===== config.mk =====
export PLATFORM = sky130hd
export DESIGN_NAME = fft_peak_detect
export DESIGN_NICKNAME = d
export VERILOG_FILES = /design/src/rtl/fft_peak_detect.sv
export SDC_FILE = /design/constraint.sdc
export NUM_CORES = 2
export LEC_CHECK = 0
export CAP_MARGIN = 20
export CORE_ASPECT_RATIO = 1.2
export CORE_MARGIN = 2
export CORE_UTILIZATION = 50
export CTS_CLUSTER_SIZE = 12
export DETAILED_ROUTE_END_ITERATION = 7
export PLACE_DENSITY = 0.77
export SLEW_MARGIN = 20
export SYNTH_ARGS = -nofsm -noshare
export SYNTH_HDL_FRONTEND = slang
export SYNTH_SLANG_ARGS = --single-unit

===== constraint.sdc =====
create_clock -name clk -period 10 [get_ports clk]
set_input_delay 2 -clock clk [delete_from_list [all_inputs] [get_ports clk]]
set_output_delay 2 -clock clk [all_outputs]
set_load 0.02 [all_outputs]

===== src/rtl/fft_peak_detect.sv =====
// Peak search over the positive-frequency half of one FFT result frame.
// Squared magnitude is pipelined in two stages and the result is held until the consumer acks it.
module fft_peak_detect #(
    parameter int width   = 16,
    parameter int N_2     = 5,
    parameter int SKIP_DC = 1
) (
    input  logic                 clk,
    input  logic                 reset,
    input  logic                 in_valid,
    input  logic [2*width-1:0]   in_data,
    input  logic [2*width-1:0]   threshold,
    output logic                 busy,
    output logic                 result_valid,
    input  logic                 result_ack,
    output logic [N_2-1:0]       peak_idx,
    output logic [2*width-1:0]   peak_mag,
    output logic                 peak_found
);

    localparam int PW = 2 * width;
    localparam logic [N_2-1:0] HALF  = {1'b1, {(N_2-1){1'b0}}};
    localparam logic [N_2-1:0] FIRST = (SKIP_DC != 0) ? {{(N_2-1){1'b0}}, 1'b1} : '0;

    typedef enum logic [1:0] {
        S_IDLE  = 2'd0,
        S_ACCUM = 2'd1,
        S_DRAIN = 2'd2,
        S_HOLD  = 2'd3
    } state_t;

    // Both squares are non-negative and each is at most 2**(PW-2), so the sum fits unsigned PW bits.
    function automatic logic [PW-1:0] f_mag(input logic signed [PW-1:0] a,
                                            input logic signed [PW-1:0] b);
        return $unsigned(a) + $unsigned(b);
    endfunction

    state_t                r_state;
    state_t                w_next;
    logic [N_2-1:0]        r_cnt;
    logic                  w_accept;
    logic                  w_cnt_wrap;
    logic                  w_drain_done;

    logic signed [PW-1:0]  w_re;
    logic signed [PW-1:0]  w_im;

    logic                  r_vld_p1;
    logic signed [PW-1:0]  r_re2_p1;
    logic signed [PW-1:0]  r_im2_p1;
    logic [N_2-1:0]        r_idx_p1;
    logic                  r_cons_p1;
    logic                  r_last_p1;

    logic [PW-1:0]         w_mag_p1;
    logic                  w_upd;
    logic                  r_last_p2;
    logic [PW-1:0]         r_max_mag_p2;
    logic [N_2-1:0]        r_max_idx_p2;
    logic                  r_max_found_p2;

    assign w_re         = {{width{in_data[PW-1]}},    in_data[PW-1:width]};
    assign w_im         = {{width{in_data[width-1]}}, in_data[width-1:0]};
    assign w_accept     = in_valid && ((r_state == S_IDLE) || (r_state == S_ACCUM));
    assign w_cnt_wrap   = w_accept && (r_cnt == '1);
    assign w_drain_done = (r_state == S_DRAIN) && r_last_p2;

    always_ff @(posedge clk) begin
        if (!reset) begin
            r_state <= S_IDLE;
        end else begin
            r_state <= w_next;
        end
    end

    always_comb begin
        w_next = r_state;
        case (r_state)
            S_IDLE:  if (w_accept)     w_next = S_ACCUM;
            S_ACCUM: if (w_cnt_wrap)   w_next = S_DRAIN;
            S_DRAIN: if (w_drain_done) w_next = S_HOLD;
            S_HOLD:  if (result_ack)   w_next = S_IDLE;
            default:                   w_next = S_IDLE;
        endcase
    end

    always_comb begin
        busy         = (r_state == S_ACCUM) || (r_state == S_DRAIN);
        result_valid = (r_state == S_HOLD);
    end

    always_ff @(posedge clk) begin
        if (!reset) begin
            r_cnt     <= '0;
            r_vld_p1  <= 1'b0;
            r_last_p2 <= 1'b0;
        end else begin
            if (w_accept) begin
                r_cnt <= r_cnt + 1'b1;
            end
            r_vld_p1  <= w_accept;
            r_last_p2 <= r_vld_p1 && r_last_p1;
        end
    end

    // Stage 1: squares, bin index and search-window membership
    always_ff @(posedge clk) begin
        if (w_accept) begin
            r_re2_p1  <= w_re * w_re;
            r_im2_p1  <= w_im * w_im;
            r_idx_p1  <= r_cnt;
            r_cons_p1 <= (r_cnt < HALF) && !((SKIP_DC != 0) && (r_cnt == '0));
            r_last_p1 <= (r_cnt == '1);
        end
    end

    // Stage 2: magnitude and running max; the window's first bin always reseeds the max
    assign w_mag_p1 = f_mag(r_re2_p1, r_im2_p1);
    assign w_upd    = r_vld_p1 && r_cons_p1 &&
                      ((r_idx_p1 == FIRST) || (w_mag_p1 > r_max_mag_p2));

    always_ff @(posedge clk) begin
        if (w_upd) begin
            r_max_mag_p2   <= w_mag_p1;
            r_max_idx_p2   <= r_idx_p1;
            r_max_found_p2 <= (w_mag_p1 > threshold);
        end
    end

    // Result registers: loaded once per frame on entry to HOLD
    always_ff @(posedge clk) begin
        if (!reset) begin
            peak_idx   <= '0;
            peak_mag   <= '0;
            peak_found <= 1'b0;
        end else if (w_drain_done) begin
            peak_idx   <= r_max_idx_p2;
            peak_mag   <= r_max_mag_p2;
            peak_found <= r_max_found_p2;
        end
    end

endmodule


==> run_results.csv <==
group,metric,value,unit
placement,place_congestion,0.922,
sta,layout_min_cycle_time,8.79,ns
cells_and_area,syn2layout_area_growth,9.56,%
clocking,cts_sinks,154,
clocking,cts-buffers-inserted,17,
placement,dp_hpwl,48.1,mm
clocking,worstSkewPairLatency,0.43,ns
synthesis,syn_area,25500,um2
cells_and_area,multi_input_area,18400,um2
grt,grt.overflow.total,0,
worst_setup_path,worstPathMaxFanout,20,
sta,fmax,114,MHz
worst_setup_path,cp_cell_sequence,"clkdlybuf4s50_1 > and2_1 > fa_1 > inv_1 > fa_1 > fa_1 > inv_1 > fa_1 > fa_1 > inv_1 > fa_1 > inv_1 > ha_1 > and3_1 > a31o_2 > a21oi_1 > a31oi_1 > o41ai_1 > o21ai_1 > o41a_1 > a21o_1 > a21oi_1 > xnor2_1",
worst_setup_path,worst_r2r_endpoint,"r_max_mag_p2[10]",
sta,rsz0062_at_grt,"false",
synthesis,synth_edf_count,107,
grt,grt_max_degree,76,
worst_setup_path,crit_path_start_kind,"input port",
floorplanning,die_area,52900,um2
worst_setup_path,end_kind,"flop",
synthesis,synthTopCellsByCount,"inv_1, fa_1, ha_1",
placement,port_buffers,107,
worst_setup_path,cp-startpoint,"in_data[1]",
clocking,clkTransAtPathRegs,0.07,ns
synthesis,ys_seq_area_share,16.3,%
sta,fin_tns_setup,0,ns
clocking,cts_hold_buf,0,
worst_setup_path,cp.arrival,8.99,ns
detailed_routing,drcViolationCount,0,
flow_run,drv_cap,0,
synthesis,synth_seq_cells,154,
synthesis,syn_avg_cell_area,9.62,um2
detailed_routing,ant_nets,0,
cells_and_area,num-fill-cells,4270,
detailed_routing,met3_length,1.99,mm
clocking,cts_root_buf,"clkbuf_16",
worst_setup_path,worstSetupPathType,"in -> reg",
worst_setup_path,slowest_stage,"clkdlybuf4s50_1",
detailed_routing,via_per_inst,5.24,
grt,grt_pass1_wl,93.4,mm
sta,skew,0.0147,ns
detailed_routing,wl_per_cell,16.4,um
detailed_routing,wirelength,55.6,mm
synthesis,postSynth.asyncResetShare,0,%
synthesis,synth_cell_types,52,
synthesis,synth_nets,3469,
detailed_routing,top_layer,"met4",
worst_setup_path,r2r_cells,23,
worst_setup_path,cp_common_cell,"fa_1",
worst_setup_path,crit_end,"r_im2_p1[30]",
worst_setup_path,critPathTopFamily,"adder cells",
cells_and_area,nets,3556,
worst_setup_path,cpPeakStageDelay,0.78,ns
synthesis,synth_ff_type,"edfxtp_1",
floorplanning,die_h,252,um
detailed_routing,wl_met2,30.9,mm
clocking,post_cts_resized,0,
sta,min_period_over_period,87.9,%
clocking,postCtsSetupBuffers,0,
sta,setup_viol,0,
worst_setup_path,r2r_start,"r_im2_p1[3]",
grt,grt_usage,22.1,%
synthesis,yosysWarnings,0,
worst_setup_path,critPathRequiredTime,10.19,ns
grt,grt_pass1_vias,19900,
synthesis,yosysMostFrequentCell,"inv_1",
floorplanning,core_area,50300,um2
sta,setup_ws,1.21,ns
sta,finalMaxSlewViolations,0,
synthesis,yosys.area.top_type_share,36.7,%
cells_and_area,diodes,0,
floorplanning,io_pins,108,
clocking,cts_buffer_depth,2,
worst_setup_path,critical_path_depth,23,
floorplanning,die_w,210,um
detailed_routing,vias,17800,
sta,hold_viol_final,0,
cells_and_area,seqCellArea,4150,um2
clocking,cts-htree-levels,4,
grt,grt_antenna_before_repair,0,
floorplanning,rows,90,
worst_hold_path,hold_path.class,"reg -> reg",
sta,relSlewSlack,37.9,%
synthesis,synth_area_leaders,"fa_1, ha_1, edfxtp_1",
worst_setup_path,reg2reg_slack,4.00,ns
detailed_routing,drt_iter0_drc,1021,
detailed_routing,dr.pass1.iters,5,
cells_and_area,design_area,28000,um2
synthesis,synth_area_leader_cell,"fa_1",
placement,place_area,27400,um2
sta,worst_slew_pin_slew,0.931,ns
clocking,cts_tree,"done",
placement,dp_slack,0.784,ns
synthesis,netlist_instances,2654,
worst_setup_path,path_buf_inv,5,
outcome,outcome,"finished clean",
floorplanning,initial_core_util,50.7,%
cells_and_area,drive_gt1_share,2.72,%
detailed_routing,wl_met1,20.5,mm
[per-stage QoR]
step | utilization, % | instances | hold slack (ns)
detailed placement | 54.3 | 3366 | 0.439
global placement | 54.3 | 3366 | 0.424
global route | 55.6 | 3398 | 0.458
finish | 55.6 | 3398 | 0.451
CTS | 55.6 | 3398 | 0.449
floorplan | - | 2654 | 0.417
[sequential cells by signal (all words and copies together), names as in the netlist]
| name | cells |
|---|---|
| peak_idx | 5 |
| r_last_p1 | 1 |
| r_im2_p1 | 31 |
| r_cnt | 5 |
| peak_found | 1 |
| r_state | 2 |
| peak_mag | 32 |
| r_vld_p1 | 1 |
| r_last_p2 | 1 |
| r_max_mag_p2 | 32 |
| r_max_idx_p2 | 5 |
| r_max_found_p2 | 1 |
| r_cons_p1 | 1 |
| r_idx_p1 | 5 |
| r_re2_p1 | 31 |
[cell usage in the layout (no fill, tap or decap), types with 20 or more instances in the layout]
master             n
inv_1            723
fa_1             468
ha_1             279
nand2_1          246
nor2_1           111
clkdlybuf4s50_1  107
edfxtp_1         107
xnor2_1           96
and2_1            82
a21oi_1           68
a21o_1            48
dfxtp_1           47
a21boi_0          46
o21ai_0           42
o21a_1            24
buf_4             22
nor2b_1           21
nand4_1           20
xor2_1            20
[routing by layer]
layer  up-vias  global-route usage (%)
met4         0                    8.75
li1       8260                       -
met5         -                       0
met2       453                    43.1
met1      8944                    24.5
met3       135                    2.03
[area by class of cell]
class                      instances  area share (%)
multi-input combinational       1715            65.9
sequential                       154            14.8
inverter                         724            9.71
timing repair buffer             129            4.42
tap                              644            2.88
clock buffer                      18            1.61
clock inverter                    14           0.631
[logic make-up (layout without fill, tap and decap cells)]
group                    after synthesis  in the layout  synth area share [%]
buffers and inverters                785            885                  11.5
adder cells (fa/ha/maj)              747            747                  50.4
XOR/XNOR                             116            116                  3.98
flip-flops                           154            154                  16.3
AND/OR/NAND/NOR                      556            556                  9.98
AO/OA/AOI/OAI                        293            293                  7.76
multiplexers                           3              3                 0.118
[worst min-delay path by stage]
stage	from	endpoint	slack (ns)	cells after the start
2_1_floorplan	r_idx_p1[3]	r_max_idx_p2[3]	0.42	0
3_3_place_gp	r_idx_p1[3]	r_max_idx_p2[3]	0.42	0
3_5_place_dp	r_idx_p1[2]	r_max_idx_p2[2]	0.44	0
4_1_cts	r_idx_p1[3]	r_max_idx_p2[3]	0.45	0
5_1_grt	r_idx_p1[2]	r_max_idx_p2[2]	0.46	0
6_report	r_idx_p1[3]	r_max_idx_p2[3]	0.45	0
Power is left out: the tool's default activity adds up to more than one toggle a clock period on the data nets, which glitch-free logic cannot reach.
